**src/rtl/rns_mod_alu_pkg.sv**
```systemverilog
// rns_mod_alu_pkg: RNS moduli, Barrett constants and op encoding shared by rns_mod_alu.
package rns_mod_alu_pkg;
  localparam int NPRIMES = 2;
  localparam int COEFF_W = 8;
  localparam int TAG_W = (NPRIMES > 1) ? $clog2(NPRIMES) : 1;
  localparam int MU_W = 2 * COEFF_W + 1;
  typedef logic [COEFF_W-1:0] coeff_t;
  typedef logic [TAG_W-1:0] tag_t;
  typedef logic [MU_W-1:0] mu_t;
  typedef enum logic [1:0] {
    OP_COPY = 2'd0,
    OP_ADD  = 2'd1,
    OP_SUB  = 2'd2,
    OP_MUL  = 2'd3
  } rns_op_e;
  localparam coeff_t PRIMES [NPRIMES] = '{8'd17, 8'd97};
  // floor(2^(2*COEFF_W)/q), sized so that even the smallest modulus fits
  localparam mu_t MU [NPRIMES] = '{17'd3855, 17'd675};
  localparam tag_t LAST_TAG = tag_t'(NPRIMES - 1);
endpackage

```
**src/rtl/rns_mod_alu_mod_reduce_barrett.sv**
```systemverilog
// mod_reduce_barrett: two-stage a*b mod q (product and quotient estimate, then subtract and correct).
module mod_reduce_barrett
  import rns_mod_alu_pkg::*;
(
  input  logic   clk,
  input  logic   reset,
  input  coeff_t i_a,
  input  coeff_t i_b,
  input  tag_t   i_tag,
  output coeff_t o_res
);
  localparam int PW = 2 * COEFF_W;
  localparam int XW = PW + MU_W;
  localparam int RW = COEFF_W + 1;
  logic [PW-1:0] w_p, r_p;
  logic [XW-1:0] w_x;
  mu_t w_t, r_t;
  tag_t r_tag;
  logic [RW-1:0] w_q, w_r;
  assign w_p = PW'(i_a) * PW'(i_b);
  assign w_x = XW'(w_p) * XW'(MU[i_tag]);
  assign w_t = mu_t'(w_x >> PW);
  always_ff @(posedge clk) begin
    if (reset) begin
      r_p   <= '0;
      r_t   <= '0;
      r_tag <= '0;
    end else begin
      r_p   <= w_p;
      r_t   <= w_t;
      r_tag <= i_tag;
    end
  end
  // the true remainder is below 2q, so arithmetic modulo 2^RW is exact
  assign w_q = RW'(PRIMES[r_tag]);
  assign w_r = RW'(r_p) - RW'(r_t) * w_q;
  assign o_res = coeff_t'(w_r >= w_q ? w_r - w_q : w_r);
endmodule

```
**src/rtl/rns_mod_alu.sv**
```systemverilog
// rns_mod_alu: 3-stage per-prime modular COPY/ADD/SUB/MUL on residue streams.
// Optional operand range check: define RNS_MOD_ALU_RANGE_CHECK_EN.
module rns_mod_alu
  import rns_mod_alu_pkg::*;
(
  input  logic         clk,
  input  logic         reset,
  input  logic         start_operation,
  input  logic [1:0]   op_sel,
  input  logic         source0_valid,
  input  coeff_t       source0_coefficient,
  input  logic         source0_last,
  input  logic         source1_valid,
  input  coeff_t       source1_coefficient,
  input  logic         source1_last,
  output logic         destination_valid,
  output coeff_t       destination_coefficient,
  output logic         destination_last,
  output logic         busy,
  output logic         op_error
);
  localparam int AW = COEFF_W + 1;
  rns_op_e r_op, w_op;
  tag_t r_cnt, w_cnt;
  logic w_bin, w_acc, w_err, w_range_err;
  logic r_busy, r_err;
  logic r_s1_v, r_s1_last;
  rns_op_e r_s1_op;
  tag_t r_s1_tag;
  coeff_t r_s1_a, r_s1_b;
  logic r_s2_v, r_s2_last;
  rns_op_e r_s2_op;
  tag_t r_s2_tag;
  logic [AW-1:0] r_s2_arith, w_q3, w_add, w_sub;
  coeff_t w_mul, w_res;
  logic r_out_v, r_out_last;
  coeff_t r_out_coef;
  // a beat arriving with start_operation already belongs to the new op at prime 0
  assign w_op  = start_operation ? rns_op_e'(op_sel) : r_op;
  assign w_cnt = start_operation ? '0 : r_cnt;
  assign w_bin = w_op != OP_COPY;
  assign w_acc = source0_valid & (~w_bin | source1_valid);
`ifdef RNS_MOD_ALU_RANGE_CHECK_EN
  assign w_range_err = w_acc & ((source0_coefficient >= PRIMES[w_cnt]) |
                                (w_bin & (source1_coefficient >= PRIMES[w_cnt])));
`else
  assign w_range_err = 1'b0;
`endif
  assign w_err = (w_bin & (source0_valid ^ source1_valid)) |
                 (w_acc & w_bin & (source0_last ^ source1_last)) |
                 (w_acc & source0_last & (w_cnt != LAST_TAG)) |
                 w_range_err;
  always_ff @(posedge clk) begin
    if (reset) begin
      r_op   <= OP_COPY;
      r_cnt  <= '0;
      r_err  <= 1'b0;
      r_busy <= 1'b0;
    end else begin
      r_op   <= w_op;
      r_cnt  <= w_acc ? ((w_cnt == LAST_TAG) ? '0 : w_cnt + tag_t'(1)) : w_cnt;
      r_err  <= (r_err & ~start_operation) | w_err;
      r_busy <= start_operation | (r_busy & ~(r_out_v & r_out_last));
    end
  end
  always_ff @(posedge clk) begin
    if (reset) begin
      r_s1_v     <= 1'b0;
      r_s1_last  <= 1'b0;
      r_s1_op    <= OP_COPY;
      r_s1_tag   <= '0;
      r_s1_a     <= '0;
      r_s1_b     <= '0;
      r_s2_v     <= 1'b0;
      r_s2_last  <= 1'b0;
      r_s2_op    <= OP_COPY;
      r_s2_tag   <= '0;
      r_s2_arith <= '0;
      r_out_v    <= 1'b0;
      r_out_last <= 1'b0;
      r_out_coef <= '0;
    end else begin
      r_s1_v     <= w_acc;
      r_s1_last  <= source0_last;
      r_s1_op    <= w_op;
      r_s1_tag   <= w_cnt;
      r_s1_a     <= source0_coefficient;
      r_s1_b     <= source1_coefficient;
      r_s2_v     <= r_s1_v;
      r_s2_last  <= r_s1_last;
      r_s2_op    <= r_s1_op;
      r_s2_tag   <= r_s1_tag;
      r_s2_arith <= (r_s1_op == OP_ADD) ? {1'b0, r_s1_a} + {1'b0, r_s1_b} :
                    (r_s1_op == OP_SUB) ? {1'b0, r_s1_a} - {1'b0, r_s1_b} : {1'b0, r_s1_a};
      r_out_v    <= r_s2_v;
      r_out_last <= r_s2_v & r_s2_last;
      r_out_coef <= r_s2_v ? w_res : '0;
    end
  end
  mod_reduce_barrett u_barrett (
    .clk   (clk),
    .reset (reset),
    .i_a   (r_s1_a),
    .i_b   (r_s1_b),
    .i_tag (r_s1_tag),
    .o_res (w_mul)
  );
  // SUB result is negative exactly when the extra top bit is set
  assign w_q3  = {1'b0, PRIMES[r_s2_tag]};
  assign w_add = (r_s2_arith >= w_q3) ? r_s2_arith - w_q3 : r_s2_arith;
  assign w_sub = r_s2_arith[COEFF_W] ? r_s2_arith + w_q3 : r_s2_arith;
  assign w_res = (r_s2_op == OP_ADD) ? w_add[COEFF_W-1:0] :
                 (r_s2_op == OP_SUB) ? w_sub[COEFF_W-1:0] :
                 (r_s2_op == OP_MUL) ? w_mul : r_s2_arith[COEFF_W-1:0];
  assign destination_valid       = r_out_v;
  assign destination_last        = r_out_last;
  assign destination_coefficient = r_out_coef;
  assign busy                    = r_busy;
  assign op_error                = r_err;
endmodule

```
**config.mk**
```make
export PLATFORM = sky130hd
export DESIGN_NAME = rns_mod_alu
export DESIGN_NICKNAME = d
export VERILOG_FILES = /design/src/rtl/rns_mod_alu_pkg.sv /design/src/rtl/rns_mod_alu_mod_reduce_barrett.sv /design/src/rtl/rns_mod_alu.sv
export SDC_FILE = /design/constraint.sdc
export NUM_CORES = 1
export LEC_CHECK = 0
export CAP_MARGIN = 10
export CELL_PAD_IN_SITES_DETAIL_PLACEMENT = 1
export CELL_PAD_IN_SITES_GLOBAL_PLACEMENT = 1
export CORE_MARGIN = 2
export CORE_UTILIZATION = 54
export CTS_CLUSTER_SIZE = 8
export DETAILED_ROUTE_END_ITERATION = 16
export PLACE_DENSITY = 0.87
export SKIP_LAST_GASP = 1
export SYNTH_ARGS = -nofsm -noshare
export SYNTH_HDL_FRONTEND = slang
export SYNTH_SLANG_ARGS = --single-unit
```
**constraint.sdc**
```tcl
create_clock -name clk -period 25.7 [get_ports clk]
set_clock_uncertainty 0.1 [all_clocks]
set_input_delay 3.855 -clock clk [delete_from_list [all_inputs] [get_ports clk]]
set_output_delay 3.855 -clock clk [all_outputs]
set_load 0.02 [all_outputs]
```
==> flow_summary.yaml, run 1 <==
clock_tree:
  cts_buffers: 9
  cts_resized: 0
  cts_tree: "built"
  clk_root_buffer_cell: "sky130_fd_sc_hd__clkbuf_16"
  ctsLongestPathBuffers: 2
  cts_hold_buffers: 0
  insertion_delay_ns: 0.35
  cts_clock_pin_slew_for_the_worst_setup_and_hold_paths_ns: 0.06
  clkSinkCount: 66
  cts.repair_timing.setup_buffer_count: 0
  cts-htree-levels: 3
finish:
  area_growth_syn_to_layout_pct: 9.368
  nets: 1613
  antenna_cells_inserted: 0
  layout-drive-gt1-share_pct: 2.542
synthesis:
  synthTopCellsByArea: "sky130_fd_sc_hd__fa_1 (25%), sky130_fd_sc_hd__ha_1 (23%), sky130_fd_sc_hd__dfxtp_1 (12%)"
  synth_area_leader_cell: "sky130_fd_sc_hd__fa_1"
  synth_async_sr_flop_share_pct: 0
  synthesis.area_per_instance_um2: 8.923
  synth-seq-area-share_pct: 12.17
  ys_seq_elements: 66
  ys_warn_count: 0
  synth_edf_count: 0
  synth_top_area_share_pct: 25.26
  postSynth.topFlopCell: "sky130_fd_sc_hd__dfxtp_1"
  post_synth_inst_count: 1217
  mappedNetlistArea_um2: 10860
  synth.distinct_cells: 65
sta:
  clock.fmax_mhz: 99.47
  finalHoldViolCount: 0
  layout_worst_path_cycle_share_pct: 39.12
  worst_pin_slew_ns: 0.9227
  slew_violations: 0
  rsz0062_at_grt: "no"
  relSlewSlack_pct: 38.04
  timing.final.crit_period_ns: 10.05
  tns_ns: 0
  timing.final.setup_violations: 0
global_routing:
  overflow: 0
  first_global_vias: 9998
  wire_length_of_the_first_global_routing_pass_um: 51740
  grt_util_all_layers_pct: 30.73
  largest_net_degree_at_the_start_of_global_routing: 59
  grt_antenna_before_repair: 0
critical_path:
  setup.worst_path.class: "register to register"
  regToRegEndpoint: "u_barrett.r_t[7]$_SDFF_PP0_"
  critPathCaptureType: "register"
  crit_arrival_ns: 10.19
  worst_r2r_path_depth: 33
  most_used_cell_cp: "sky130_fd_sc_hd__fa_1"
  r2r_setup_slk_ns: 15.65
  worst_r2r_startpoint: "r_s1_a[1]$_SDFF_PP0_"
  crit_fanout: 7
  cpMaxStageDelayCell: "sky130_fd_sc_hd__fa_1"
  critPathLaunchType: "register"
  cp_slowest_stage_delay_ns: 0.54
  critical_path_required_ns: 25.84
route:
  firstDrtPassIters: 5
  wl_per_cell_um: 20.51
  drc_errors: 0
  number_of_nets_still_failing_antenna_checks_after_routing: 0
  number_of_design_rule_violations_left_by_the_first_detailed_router_iteration: 458
  drt-vias-per-instance: 5.669
  wl_um: 31250
  num_vias: 8640
die:
  width_of_the_chip_um: 145.8
  floorplan.die.height_um: 145.8
  rows: 51
  io-pin-count: 37
  start_util_pct: 55.43
  core_region_um2: 19590
  design.die.area_um2: 21260
placed_design:
  port-buffer-count: 36
  finalWeightedCongestion: 0.9108
  detailedPlacementHpwl_um: 25380
min_path:
  min-delay-start: "r_s2_last$_SDFF_PP0_"
  holdCritPathClass: "register to register"
  hold_path_end: "destination_last$_SDFF_PP0_"
  worstHoldPathCells: 1
status:
  status: "finished clean"
job:
  drv_cap: 0
-- routing by layer --
metal | global-route usage (%) | wire length [µm] | vias up | share of wire (%)
li1 | - | - | 3972 | -
met1 | 36.93 | 12800 | 4367 | 41
met2 | 57.08 | 16430 | 216 | 53
met3 | 3.574 | 1051 | 85 | 3.4
met4 | 9.853 | 974 | 0 | 3.1
met5 | 0 | 0 | - | 0
-- sequential cells by signal, indices dropped and copies added, names as in the netlist, 2 cells and up --
signal and flops:
destination_coefficient 8, r_s1_a 8, r_s1_b 8, r_s1_op 2
r_s2_arith 9, r_s2_op 2, u_barrett.r_p 9, u_barrett.r_t 9
-- placed cells by master, fill, tap and decap left out, types with 5 or more instances in the layout --
cell and count:
sky130_fd_sc_hd__a31oi_1 8, sky130_fd_sc_hd__o22ai_1 6, sky130_fd_sc_hd__o21ai_0 21, sky130_fd_sc_hd__xnor2_1 37
sky130_fd_sc_hd__and2_1 52, sky130_fd_sc_hd__o31ai_1 6, sky130_fd_sc_hd__clkdlybuf4s50_1 35, sky130_fd_sc_hd__a21o_1 16
sky130_fd_sc_hd__inv_1 275, sky130_fd_sc_hd__o21a_1 6, sky130_fd_sc_hd__dfxtp_1 66, sky130_fd_sc_hd__a21oi_1 48
sky130_fd_sc_hd__o221ai_1 7, sky130_fd_sc_hd__or3_1 5, sky130_fd_sc_hd__clkbuf_16 9, sky130_fd_sc_hd__nor2_1 79
sky130_fd_sc_hd__o21ai_1 5, sky130_fd_sc_hd__nand2_1 42, sky130_fd_sc_hd__mux2i_1 7, sky130_fd_sc_hd__a221o_1 6
sky130_fd_sc_hd__and3_1 6, sky130_fd_sc_hd__a211oi_1 11, sky130_fd_sc_hd__nand2b_1 19, sky130_fd_sc_hd__xor2_1 13
sky130_fd_sc_hd__nor2b_1 38, sky130_fd_sc_hd__nor3_1 15, sky130_fd_sc_hd__nand3_1 12, sky130_fd_sc_hd__conb_1 9
sky130_fd_sc_hd__ha_1 197, sky130_fd_sc_hd__fa_1 137, sky130_fd_sc_hd__o21bai_1 11
-- critical path, delay by kind of cell, from the launching register on --
kind / cells / cell delay, ns
adders and majority gates: 12 / 5.41
AOI/OAI and AO/OA: 8 / 1.44
and+or+nand+nor: 6 / 1.31
buffers and inverters: 6 / 0.72
DFF: 1 / 0.49
xor gates and xnor gates: 1 / 0.47
-- cell type report --
cell class / count / area (µm²)
flip-flops and latches: 66 / 1321
repair buffers: 39 / 377.9
fillers: 2318 / 7714
inverters: 275 / 1032
clock buffers: 10 / 229.0
clock inverters: 6 / 137.6
multi-input cells: 863 / 8447
well taps: 265 / 331.6
-- cells in the mapped netlist, types with 2 or more instances --
| cell | count |
|---|---|
| sky130_fd_sc_hd__a2111oi_0 | 2 |
| sky130_fd_sc_hd__a211o_1 | 2 |
| sky130_fd_sc_hd__a211oi_1 | 11 |
| sky130_fd_sc_hd__a21o_1 | 16 |
| sky130_fd_sc_hd__a21oi_1 | 48 |
| sky130_fd_sc_hd__a221o_1 | 6 |
| sky130_fd_sc_hd__a221oi_1 | 3 |
| sky130_fd_sc_hd__a31oi_1 | 8 |
| sky130_fd_sc_hd__and2_1 | 52 |
| sky130_fd_sc_hd__and3_1 | 6 |
| sky130_fd_sc_hd__buf_1 | 3 |
| sky130_fd_sc_hd__clkbuf_1 | 16 |
| sky130_fd_sc_hd__conb_1 | 2 |
| sky130_fd_sc_hd__dfxtp_1 | 66 |
| sky130_fd_sc_hd__fa_1 | 137 |
| sky130_fd_sc_hd__ha_1 | 197 |
| sky130_fd_sc_hd__inv_1 | 275 |
| sky130_fd_sc_hd__mux2i_1 | 7 |
| sky130_fd_sc_hd__nand2_1 | 42 |
| sky130_fd_sc_hd__nand2_2 | 2 |
| sky130_fd_sc_hd__nand2b_1 | 19 |
| sky130_fd_sc_hd__nand3_1 | 12 |
| sky130_fd_sc_hd__nand4_1 | 3 |
| sky130_fd_sc_hd__nand4b_1 | 2 |
| sky130_fd_sc_hd__nor2_1 | 79 |
| sky130_fd_sc_hd__nor2b_1 | 38 |
| sky130_fd_sc_hd__nor3_1 | 15 |
| sky130_fd_sc_hd__nor4_1 | 2 |
| sky130_fd_sc_hd__o21a_1 | 6 |
| sky130_fd_sc_hd__o21ai_0 | 21 |
| sky130_fd_sc_hd__o21ai_1 | 5 |
| sky130_fd_sc_hd__o21bai_1 | 11 |
| sky130_fd_sc_hd__o221ai_1 | 7 |
| sky130_fd_sc_hd__o22ai_1 | 6 |
| sky130_fd_sc_hd__o31ai_1 | 6 |
| sky130_fd_sc_hd__or2_2 | 3 |
| sky130_fd_sc_hd__or3_1 | 5 |
| sky130_fd_sc_hd__xnor2_1 | 37 |
| sky130_fd_sc_hd__xor2_1 | 13 |
-- metrics by stage --
stage / utilization (%) / cell area [µm²] / hold WS [ns] / instances / setup slack, ns
2_1_floorplan: - / 10890 / 0.3057 / 1224 / 16.74
3_3_place_gp: 58.75 / 11510 / 0.3137 / 1508 / 16.12
3_5_place_dp: 58.75 / 11510 / 0.3285 / 1508 / 15.68
4_1_cts: 60.62 / 11880 / 0.3430 / 1524 / 15.70
5_1_grt: 60.62 / 11880 / 0.3627 / 1524 / 15.17
6_report: 60.62 / 11880 / 0.3391 / 1524 / 15.65
-- kinds of logic (layout without fill, tap and decap cells) --
family | Yosys count | count (layout) | synth area share, %
AOI/OAI and AO/OA | 172 | 172 | 10.64
muxes | 7 | 7 | 0.6453
other | 2 | 9 | 0.06916
adders and majority gates | 334 | 334 | 47.95
xor gates and xnor gates | 51 | 51 | 4.252
and+or+nand+nor | 290 | 290 | 13.99
buffers and inverters | 295 | 330 | 10.29
DFF | 66 | 66 | 12.17
-- worst max-delay path by stage --
| stage | slack (ns) | startpoint | endpoint | cells after the start |
|---|---|---|---|---|
| after floorplan | 16.74 | r_s1_a[4]$_SDFF_PP0_ | u_barrett.r_t[7]$_SDFF_PP0_ | 32 |
| after global placement | 16.12 | r_s1_a[1]$_SDFF_PP0_ | u_barrett.r_t[7]$_SDFF_PP0_ | 33 |
| after detailed placement | 15.68 | r_s1_a[1]$_SDFF_PP0_ | u_barrett.r_t[7]$_SDFF_PP0_ | 33 |
| after CTS | 15.70 | r_s1_a[1]$_SDFF_PP0_ | u_barrett.r_t[7]$_SDFF_PP0_ | 33 |
| after global routing | 15.17 | r_s1_a[1]$_SDFF_PP0_ | u_barrett.r_t[7]$_SDFF_PP0_ | 34 |
| final | 15.65 | r_s1_a[1]$_SDFF_PP0_ | u_barrett.r_t[7]$_SDFF_PP0_ | 33 |
Power of run 1 is left out: the tool's default activity adds up to more than one toggle a clock period on the data nets, which glitch-free logic cannot reach.
==> inputs of run 2 (changes only) <==
Settings changed: CORE_UTILIZATION 54 to 45, PLACE_DENSITY 0.87 to 0.77.
Clock period 25.7 ns to 9.1 ns, I/O delays scaled along.
==> run 2 against run 1 <==
Compared with the run above: cell area rose by 5.5%; core utilization fell by 7.6 points; critical path depth rose by 1; global-route usage fell by 6.4 points; non-clock buffer count rose by 47; first-iteration DRC count fell by 48%; via count fell by 1.2%; register-to-register slack got worse by 15 ns; hold slack improved by 0.010 ns; sequential share of layout area fell by 0.34 points; cell count rose by 6.6%; wire length fell by 4.8%; critical path type unchanged.
==> flow_summary.yaml, run 2 (synthesis gave the netlist of run 1 again) <==
clock_tree:
  insertion_delay_ns: 0.35
  clkSinkCount: 66
  cts_buffers: 9
  cts_clock_pin_slew_for_the_worst_setup_and_hold_paths_ns: 0.07
  cts_tree: "built"
  clk_root_buffer_cell: "sky130_fd_sc_hd__clkbuf_16"
  ctsLongestPathBuffers: 2
  cts-htree-levels: 3
global_routing:
  grt_util_all_layers_pct: 24.33
  overflow: 0
  wire_length_of_the_first_global_routing_pass_um: 49650
  largest_net_degree_at_the_start_of_global_routing: 59
  first_global_vias: 9858
  grt_antenna_before_repair: 0
status:
  status: "finished clean"
min_path:
  holdCritPathClass: "register to register"
die:
  floorplan.die.height_um: 159.3
  design.die.area_um2: 25390
  io-pin-count: 37
  rows: 56
  start_util_pct: 45.99
  width_of_the_chip_um: 159.3
  core_region_um2: 23610
sta:
  timing.final.setup_violations: 0
  layout_worst_path_cycle_share_pct: 98.36
  rsz0062_at_grt: "yes"
  clock.fmax_mhz: 111.7
  worst_pin_slew_ns: 0.6756
  tns_ns: 0
  relSlewSlack_pct: 54.96
  finalHoldViolCount: 0
  slew_violations: 0
  timing.final.crit_period_ns: 8.951
placed_design:
  finalWeightedCongestion: 0.8549
  port-buffer-count: 36
  detailedPlacementHpwl_um: 24100
critical_path:
  cp_slowest_stage_delay_ns: 0.55
  crit_fanout: 6
  critPathCaptureType: "register"
  critical_path_required_ns: 9.23
  crit_arrival_ns: 9.08
  critPathLaunchType: "register"
  critPathBufInv: 8
  r2r_setup_slk_ns: 0.15
  setup.worst_path.class: "register to register"
  cpMaxStageDelayCell: "sky130_fd_sc_hd__fa_1"
  most_used_cell_cp: "sky130_fd_sc_hd__fa_1"
  cpLargestDelayFamily: "adder cells"
route:
  num_vias: 8533
  firstDrtPassIters: 4
  number_of_nets_still_failing_antenna_checks_after_routing: 0
  drc_errors: 0
  wl_per_cell_um: 18.31
  wl_um: 29760
  number_of_design_rule_violations_left_by_the_first_detailed_router_iteration: 239
  drt-vias-per-instance: 5.251
finish:
  area_growth_syn_to_layout_pct: 15.36
  biggestRegsByFlops: "r_s2_arith (9), u_barrett.r_p (9), u_barrett.r_t (9)"
  antenna_cells_inserted: 0
  layout.cells.most_common: "sky130_fd_sc_hd__inv_1"
  nets: 1660
  layout-drive-gt1-share_pct: 9.648
  finalCoreUtilization_pct: 53.05
  mostFrequentLayoutCells: "sky130_fd_sc_hd__inv_1 (270), sky130_fd_sc_hd__ha_1 (192), sky130_fd_sc_hd__fa_1 (136), sky130_fd_sc_hd__nor2_1 (78), sky130_fd_sc_hd__dfxtp_1 (56)"
job:
  drv_cap: 0
-- run 2: changes by cell type in the layout (fill, tap and decap cells not counted), sizes merged --
cell,change
buf,+47
bufinv,-1
clkinv,+1
-- run 2: area by class of cell --
| cell class | instances | area (µm²) |
|---|---|---|
| clock inverter | 6 | 112.6 |
| multi-input combinational | 863 | 8651 |
| tap | 319 | 399.1 |
| clock buffer | 10 | 239.0 |
| fill | 2768 | 11090 |
| inverter | 275 | 1032 |
| timing repair buffer | 86 | 742.0 |
| sequential | 66 | 1351 |
-- run 2: final timing paths --
path,start,endpoint,depth (start not counted)
setup / recovery,r_s1_a[5]$_SDFF_PP0_,u_barrett.r_t[7]$_SDFF_PP0_,34
hold / removal,r_s1_last$_SDFF_PP0_,r_s2_last$_SDFF_PP0_,1
hold reg to reg,r_s1_last$_SDFF_PP0_,r_s2_last$_SDFF_PP0_,1
setup reg to reg,r_s1_a[5]$_SDFF_PP0_,u_barrett.r_t[7]$_SDFF_PP0_,34
-- run 2: what timing repair did --
item	CTS	global route
pin swaps	13	22
gates resized for setup	13	53
hold buffers	0	0
buffers inserted	1	7
endpoints found under the setup margin	5	7
-- run 2: layer usage --
| metal | track usage (%) | part of all wire (%) | up-vias |
|---|---|---|---|
| met5 | 0 | 0 | - |
| met4 | 7.355 | 2.6 | 0 |
| met3 | 3.386 | 2.7 | 54 |
| met2 | 44.96 | 52 | 138 |
| met1 | 29.28 | 43 | 4282 |
| li1 | - | - | 4059 |
-- run 2: through the flow --
stage	hold WS (ns)	area, µm²	setup WS (ns)	cells
2_1_floorplan	0.3057	10890	0.1394	1224
6_report	0.3492	12530	0.1493	1625
4_1_cts	0.3535	12280	0.007933	1618
5_1_grt	0.3592	12530	-0.1965	1625
3_5_place_dp	0.3307	11870	-0.2027	1601
3_3_place_gp	0.3356	11870	-0.008672	1601
Power of run 2 is left out for the same reason.
